--- config.mk ---
export PLATFORM = sky130hd
export DESIGN_NAME = alu_issue_ctrl
export DESIGN_NICKNAME = d
export VERILOG_FILES = /design/src/rtl/alu_issue_ctrl.sv
export SDC_FILE = /design/constraint.sdc
export NUM_CORES = 2
export LEC_CHECK = 0
export ABC_CLOCK_PERIOD_IN_PS = 3470
export CORE_MARGIN = 2
export CORE_UTILIZATION = 30
export DETAILED_ROUTE_END_ITERATION = 16
export SETUP_SLACK_MARGIN = 0.15
export SKIP_CTS_REPAIR_TIMING = 1
export SYNTH_ARGS = -nofsm -noshare
export SYNTH_HDL_FRONTEND = slang
export SYNTH_SLANG_ARGS = --single-unit
--- constraint.sdc ---
create_clock -name clk -period 3.47 [get_ports clk]
set_clock_uncertainty 0.15 [all_clocks]
set_input_delay 0.694 -clock clk [delete_from_list [all_inputs] [get_ports clk]]
set_output_delay 0.694 -clock clk [all_outputs]
set_load 0.02 [all_outputs]
--- src/rtl/alu_issue_ctrl.sv ---
// alu_issue_ctrl: issue/writeback controller wrapped around a single-cycle MIPS ALU.
//
// Accepts one R-type instruction word per handshake. Each instruction then takes
// a fixed three-state trip IDLE -> EXEC -> WB.
//
// EXEC: operands are read from the internal register file and presented to the
//       ALU. The ALU result and flags are captured at the edge that leaves EXEC.
// WB:   the result is written back to rd, or a jump target is emitted for jr.
//       The done/illegal/jump pulses are registered, so they appear in the IDLE
//       cycle that follows WB, together with instr_ready=1.
//
// Ports:
//   clk, rst_n                   clock, async active-low reset
//   instr_valid/instr_ready/instr  instruction handshake and word
//   ld_en/ld_addr/ld_data        register preload (register 0 ignored)
//   alu_reg_one/two/op/shamt     ALU drive (held outside EXEC)
//   alu_result, alu_* flags      ALU response
//   done/illegal/jump_valid      one-cycle retire pulses
//   jump_addr                    jr target, valid with jump_valid
//   flags                        {zero,negative,overflow,carry} of last legal write
//   dbg_addr/dbg_data            combinational register read
module alu_issue_ctrl #(
  parameter int unsigned NREG = 32,
  parameter int unsigned DW   = 32
) (
  input  logic          clk,
  input  logic          rst_n,
  input  logic          instr_valid,
  output logic          instr_ready,
  input  logic [31:0]   instr,
  input  logic          ld_en,
  input  logic [4:0]    ld_addr,
  input  logic [DW-1:0] ld_data,
  output logic [DW-1:0] alu_reg_one,
  output logic [DW-1:0] alu_reg_two,
  output logic [5:0]    alu_op,
  output logic [4:0]    alu_shamt,
  input  logic [DW-1:0] alu_result,
  input  logic          alu_zero,
  input  logic          alu_negative,
  input  logic          alu_overflow,
  input  logic          alu_carry,
  output logic          done,
  output logic          illegal,
  output logic          jump_valid,
  output logic [DW-1:0] jump_addr,
  output logic [3:0]    flags,
  input  logic [4:0]    dbg_addr,
  output logic [DW-1:0] dbg_data
);

  localparam logic [1:0] StIdle = 2'd0;
  localparam logic [1:0] StExec = 2'd1;
  localparam logic [1:0] StWb   = 2'd2;

  localparam logic [5:0] FnJr = 6'd8;

  logic [1:0]    state_q, state_d;
  logic [5:0]    opcode_q, funct_q;
  logic [4:0]    rs_q, rt_q, rd_q, shamt_q;
  logic [DW-1:0] result_q;
  logic [3:0]    flags_cap_q, flags_q;
  logic [DW-1:0] regs_q [NREG];

  logic [DW-1:0] alu_one_q, alu_two_q;
  logic [5:0]    alu_op_q;
  logic [4:0]    alu_shamt_q;
  logic          done_q, illegal_q, jump_valid_q;
  logic [DW-1:0] jump_addr_q;

  logic          accept;
  logic          is_shift, is_legal, is_jr, wb_we;
  logic [DW-1:0] rd_rs, rd_rt, op_one, op_two;

  assign accept = instr_valid && (state_q == StIdle);

  // Decode off the latched fields so the result is stable through EXEC and WB.
  always_comb begin
    is_shift = (funct_q == 6'd0) || (funct_q == 6'd2) || (funct_q == 6'd3);
    is_legal = 1'b0;
    if (opcode_q == 6'd0) begin
      unique case (funct_q)
        6'd0, 6'd2, 6'd3, 6'd8, 6'd32, 6'd34,
        6'd36, 6'd37, 6'd38, 6'd39, 6'd42: is_legal = 1'b1;
        default:                           is_legal = 1'b0;
      endcase
    end
    is_jr = is_legal && (funct_q == FnJr);
    wb_we = (state_q == StWb) && is_legal && !is_jr && (rd_q != 5'd0);
  end

  // Register 0 reads as zero regardless of its storage.
  always_comb begin
    rd_rs    = (rs_q == 5'd0) ? '0 : regs_q[rs_q];
    rd_rt    = (rt_q == 5'd0) ? '0 : regs_q[rt_q];
    dbg_data = (dbg_addr == 5'd0) ? '0 : regs_q[dbg_addr];
    op_one   = is_shift ? rd_rt : rd_rs;
    op_two   = is_shift ? '0 : rd_rt;
  end

  // Live values during EXEC; outside EXEC the ALU sees the values from the last EXEC.
  always_comb begin
    if (state_q == StExec) begin
      alu_reg_one = op_one;
      alu_reg_two = op_two;
      alu_op      = funct_q;
      alu_shamt   = shamt_q;
    end else begin
      alu_reg_one = alu_one_q;
      alu_reg_two = alu_two_q;
      alu_op      = alu_op_q;
      alu_shamt   = alu_shamt_q;
    end
  end

  always_comb begin
    state_d = state_q;
    unique case (state_q)
      StIdle:  if (accept) state_d = StExec;
      StExec:  state_d = StWb;
      StWb:    state_d = StIdle;
      default: state_d = StIdle;
    endcase
  end

  assign instr_ready = (state_q == StIdle);
  assign done        = done_q;
  assign illegal     = illegal_q;
  assign jump_valid  = jump_valid_q;
  assign jump_addr   = jump_addr_q;
  assign flags       = flags_q;

  always_ff @(posedge clk or negedge rst_n) begin
    if (!rst_n) begin
      state_q      <= StIdle;
      opcode_q     <= '0;
      rs_q         <= '0;
      rt_q         <= '0;
      rd_q         <= '0;
      shamt_q      <= '0;
      funct_q      <= '0;
      result_q     <= '0;
      flags_cap_q  <= '0;
      flags_q      <= '0;
      alu_one_q    <= '0;
      alu_two_q    <= '0;
      alu_op_q     <= '0;
      alu_shamt_q  <= '0;
      done_q       <= 1'b0;
      illegal_q    <= 1'b0;
      jump_valid_q <= 1'b0;
      jump_addr_q  <= '0;
    end else begin
      state_q      <= state_d;
      done_q       <= 1'b0;
      illegal_q    <= 1'b0;
      jump_valid_q <= 1'b0;
      if (accept) begin
        opcode_q <= instr[31:26];
        rs_q     <= instr[25:21];
        rt_q     <= instr[20:16];
        rd_q     <= instr[15:11];
        shamt_q  <= instr[10:6];
        funct_q  <= instr[5:0];
      end
      if (state_q == StExec) begin
        result_q    <= alu_result;
        flags_cap_q <= {alu_zero, alu_negative, alu_overflow, alu_carry};
        alu_one_q   <= op_one;
        alu_two_q   <= op_two;
        alu_op_q    <= funct_q;
        alu_shamt_q <= shamt_q;
      end
      if (state_q == StWb) begin
        if (!is_legal) begin
          illegal_q <= 1'b1;
        end else if (is_jr) begin
          done_q       <= 1'b1;
          jump_valid_q <= 1'b1;
          jump_addr_q  <= result_q;
        end else begin
          done_q <= 1'b1;
          if (rd_q != 5'd0) flags_q <= flags_cap_q;
        end
      end
    end
  end

  // Register file: writeback is applied after preload so it wins on a collision.
  always_ff @(posedge clk or negedge rst_n) begin
    if (!rst_n) begin
      for (int i = 0; i < NREG; i++) regs_q[i] <= '0;
    end else begin
      if (ld_en && (ld_addr != 5'd0)) regs_q[ld_addr] <= ld_data;
      if (wb_we) regs_q[rd_q] <= result_q;
    end
  end

endmodule

# Word-level counts from Yosys, hierarchy flattened
# Cells that the tools add are included.
[word_totals]
regBits = 1208
inputBits = 114
elab_cells = 135
[classes]
magnitude_cmp = 7
eq_ne = 13
muxes = 37
n_bitwise = 6
reduce_logical = 22
[op_table]
columns = ["op", "count"]
rows = [
  ["bitwise mux 1024 bit", 2],
  ["two-way mux 1024 bit", 2],
  ["binary-select mux 32 bit (select 5 bit)", 3],
  ["two-way mux 32 bit", 15],
  ["demux 32 bit (select 5 bit)", 2],
  ["equality test 6 bit (second input constant)", 7],
  ["greater-or-equal comparator 6 bit (second input constant)", 5],
  ["inverter 5 -> 6 bit", 5],
  ["logical NOT 5 bit", 3],
  ["equality test 6 x 2 -> 1 bit (second input constant)", 2],
  ["logical NOT 6 bit", 2],
  ["less-than comparator 6 x 1 -> 1 bit (second input constant)", 2],
  ["OR reduction 11 bit", 1],
  ["nonzero test 5 bit", 2],
  ["two-way mux 1 bit", 9],
  ["logical AND 1 bit", 8],
  ["equality test 6 x 4 -> 1 bit (second input constant)", 1],
  ["two-way mux 6 bit", 1],
  ["two-way mux 5 bit", 1],
  ["case mux 2 bit (2 select lines)", 1],
  ["AND reduction 4 bit", 1],
  ["AND reduction 3 bit", 1],
  ["equality test 2 x 1 -> 1 bit (second input constant)", 1],
  ["equality test 2 bit (second input constant)", 1],
  ["6 further kinds", 7],
]

# Longest topological paths before layout
[logic_depth]
word_depth = 9
ltp_mapped = 10
ltp_nobuf = 5

# Worst setup path after synthesis
# OpenSTA, ideal clock, no wires.
[synth_path]
path_type = "in2out"
from = "input dbg_addr[0]"
to = "output dbg_data[10]"
t_arrival_ns = 2.919
t_required_ns = 2.626
slack_ns = -0.293
path_stages = 7
n_path_buf = 3
path_cell_list = "clkbuf_1 > buf_2 > buf_1 > mux4_2 > mux4_2 > mux2i_1 > nor2_1"
[synth_between]
elab_chain_len = 5
[synth_rtl]
columns = ["element", "line", "rtl"]
rows = [
  ["start: declaration", "48", "input logic [4:0] dbg_addr,"],
  ["inverter 5 -> 6 bit (implied by the code)", "96", "dbg_data = (dbg_addr == 5'd0) ? '0 : regs_q[dbg_addr];"],
  ["binary-select mux 32 bit (select 5 bit)", "96", ""],
  ["two-way mux 32 bit (implied by the code) (2 in a row)", "96", ""],
  ["two-way mux 32 bit *", "96", ""],
  ["end: declaration", "49", "output logic [DW-1:0] dbg_data"],
]
# Every way passes the cells marked *; elsewhere a longest branch is shown, timed or not. The select of a mux whose other input is x is not followed.

# Worst setup path after layout
[layout_path]
from = "register rt_q[1]"
to = "output alu_reg_one[13]"
[layout_between]
elab_chain_len = 7
[layout_rtl]
columns = ["element", "line", "rtl"]
rows = [
  ["start: declaration", "60", "logic [4:0] rs_q, rt_q, rd_q, shamt_q;"],
  ["start signal: assignment", "161", "rt_q <= instr[20:16];"],
  ["inverter 5 -> 6 bit (implied by the code)", "95", "rd_rt = (rt_q == 5'd0) ? '0 : regs_q[rt_q];"],
  ["binary-select mux 32 bit (select 5 bit)", "95", ""],
  ["two-way mux 32 bit (implied by the code) (2 in a row)", "95", ""],
  ["two-way mux 32 bit *", "95", ""],
  ["two-way mux 32 bit *", "97", "op_one = is_shift ? rd_rt : rd_rs;"],
  ["two-way mux 32 bit *", "--", ""],
  ["end: declaration", "34", "output logic [DW-1:0] alu_reg_one,"],
]
# Marked as above.

==> results.sh <==
export IMPL_status="finished, violations left"
export IMPL_violations="setup timing"
export IMPL_power_density_nw_per_um2=621
export IMPL_synth_area_leaders="dfrtp_1, mux2_2, mux4_2"
export IMPL_drv_slew=0
export IMPL_drt_total_wl_mm=342
export IMPL_io_buffers=260
export IMPL_cpPeakStageDelay_ns=0.51
export IMPL_path_cells="buf_12, buf_12, clkbuf_16, mux4_2, mux4_2, nor2b_4, a21oi_2, buf_4, o2111ai_2, buf_6, buf_6"
export IMPL_setup_slack_ns=-1.05
export IMPL_slew_headroom_pct=19.3
export IMPL_rsz0062_at_grt="yes"
export IMPL_required_ns=2.63
export IMPL_place_ws_ns=-1.01
export IMPL_hold_class="in -> async"
export IMPL_synth_area_leader_cell="dfrtp_1"
export IMPL_ys_seq_elements=1208
export IMPL_route_detailed_drc=0
export IMPL_grt_pass1_vias=60800
export IMPL_swShare_pct=34.9
export IMPL_pwr_share_seq_pct=32.6
export IMPL_clk_path_buf_depth=4
export IMPL_synth_edf_count=0
export IMPL_dieArea_um2=275000
export IMPL_period_needed_ns=4.52
export IMPL_path_class="reg -> out"
export IMPL_seq_area_frac_synth_pct=37.2
export IMPL_power_mw=63.5
export IMPL_cts_tree="yes"
export IMPL_synth_top_area_share_pct=37.2
export IMPL_leakage_nw=44.0
export IMPL_async_reset_ff_share_pct=100
export IMPL_place_inst=9653
export IMPL_grt_max_degree=123
export IMPL_initial_core_util_pct=30.1
export IMPL_p_switching_mw=22.1
export IMPL_nFillCells=25200
export IMPL_wl_per_cell_um=34.0
export IMPL_cts_sinks=1208
export IMPL_tightestPinTransition_ns=1.21
export IMPL_ys_flop_type="dfrtp_1"
export IMPL_gp_congestion=0.910
export IMPL_path_delay_family="multiplexers"
export IMPL_ff2ff_setup_slack_ns=0.24
export IMPL_drt_iter0_markers=7189
export IMPL_nNetsFinal=6484
export IMPL_path_max_fanout=6
export IMPL_dieWidth_um=524
export IMPL_yosysWarnings=0
export IMPL_ios=261
export IMPL_power_frac_comb_pct=40.5
export IMPL_grt_usage_pct=23.9
export IMPL_die_y_um=524
export IMPL_yosysUniqueCellTypes=45
export IMPL_rows=191
export IMPL_period_share_pct=130
export IMPL_grt_overflow_total=0
export IMPL_syn_inst=5842
export IMPL_fmax_ghz=0.221
export IMPL_mostFrequentLayoutCell="mux2_2"
export IMPL_viasPerCell=6.04
export IMPL_synth_area_um2=81200
export IMPL_cts_max_level=4
export IMPL_cts_made_buffers=159
export IMPL_drive_gt1_share_pct=63.1
export IMPL_clock_latency_ns=0.90
export IMPL_antenna_found_initial=16
export IMPL_pwr_share_clk_pct=26.8
export IMPL_path_buf_inv=6
export IMPL_ant_nets=0
export IMPL_grt_pass1_wl_mm=473
export IMPL_vias=60800
export IMPL_cap_violations=0
export IMPL_clk_pin_slew_worst_paths_ns=0.07
export IMPL_syn2layout_area_growth_pct=25.9
export IMPL_stdcell_count=10100
export IMPL_layout_common_cells="mux2_2, dfrtp_1, mux4_2"
export IMPL_end_kind="primary output"
export IMPL_startpoint_type="flip-flop"
export IMPL_ir_drop_mv=0.456
export IMPL_slowest_stage="mux4_2"
export IMPL_syn_nets=5956
export IMPL_clock_root_buffer="clkbuf_16"
export IMPL_finalSetupViolCount=96
export IMPL_critPathArrivalTime_ns=3.68
export IMPL_internal_power_mw=41.4
export IMPL_core_um2=270000
export IMPL_finalHoldViolCount=0
export IMPL_syn_area_per_cell_um2=13.9
export IMPL_dp_hpwl_mm=218
export IMPL_drt_pre_antenna_iters=8
stage by stage:
stage / area (um^2) / utilization (%) / hold WS [ns] / setup TNS, ns
finish: 102000 / 37.9 / 0.168 / -66.85
global route: 102000 / 37.9 / 0.173 / -72.18
CTS: 98700 / 36.6 / -0.509 / -103.70
detailed placement: 93500 / 34.6 / 0.242 / -41.94
global placement: 93500 / 34.6 / 0.228 / -41.17
floorplan: 81400 / - / 0.248 / 0
kinds of logic after synthesis:
| group | synth area share, % |
|---|---|
| DFF | 37.2 |
| buffers and inverters | 3.58 |
| AOI/OAI and AO/OA | 1.56 |
| and+or+nand+nor | 3.65 |
| muxes | 54.0 |
per-layer routing:
metal	track usage [%]	up-vias	share of wire (%)
li1	-	23700	-
met1	31.7	32300	40
met2	36.3	3904	45
met3	6.90	880	11
met4	10.5	16	5.0
met5	0	-	0.022
flip-flops by register name, indices dropped and copies added, names as in the netlist:
register / cells
alu_one_q: 32
alu_op_q: 6
alu_shamt_q: 5
alu_two_q: 32
done: 1
flags: 4
flags_cap_q: 4
funct_q: 6
illegal: 1
jump_addr: 32
jump_valid: 1
opcode_q: 6
rd_q: 5
regs_q: 1024
result_q: 32
rs_q: 5
rt_q: 5
shamt_q: 5
state_q: 2
worst reg2reg max path, stage by stage (launching register included):
cell and delay, ns:
dfrtp_1 0.37, or3_1 0.44, or4_1 0.83, nand4_1 0.67
buf_12 0.25, mux2_2 0.39
worst paths after layout:
kind                            cells after the start     startpoint         endpoint
min in group clk                                    3  alu_result[8]      result_q[8]
max in group asynchronous                           4          rst_n      regs_q[559]
worst max register to register                      5     funct_q[2]      regs_q[450]
worst min register to register                      0   regs_q[1022]     regs_q[1022]
worst max-delay path                               11        rt_q[1]  alu_reg_one[13]
worst min-delay path                                2          rst_n       shamt_q[1]
final cells by class:
type,count,area [um^2],share of cell area [%]
multi-input cells,3905,49500,48.4
flip-flops and latches,1208,30300,29.6
repair buffers,1088,12700,12.5
clock buffers,221,4530,4.43
well taps,3570,4470,4.37
clock inverters,57,704,0.689
inverters,8,32.5,0.0318
diodes,8,20.0,0.0196
power by group through the flow:
stage               sequential, mW  clock [mW]  combinational [mW]
floorplan                     18.7           0                15.6
global placement              20.6           0                22.6
detailed placement            20.8           0                23.0
CTS                           20.5        17.3                23.1
global route                  21.0        17.9                27.1
finish                        20.7        17.0                25.8
synthesized netlist by cell type (3+ instances only):
library cell     n
o211ai_1        63
nor2_1          57
inv_1            7
buf_1           83
mux2_1          99
or4_1            3
or3_1            6
and2_1           7
nand4b_1         3
and3_1           7
mux2_2        1819
nor3b_1          7
mux2i_1        226
nor3_1           8
buf_4            3
a21oi_1         42
o2111ai_1       32
nor2b_1         36
dfrtp_1       1208
nand2b_1         3
clkbuf_1       506
buf_2          129
nand4_1         30
nand2_1        459
o21ai_0         42
nand3_1         45
mux4_2         888
Power figures use the tool's default switching activity.
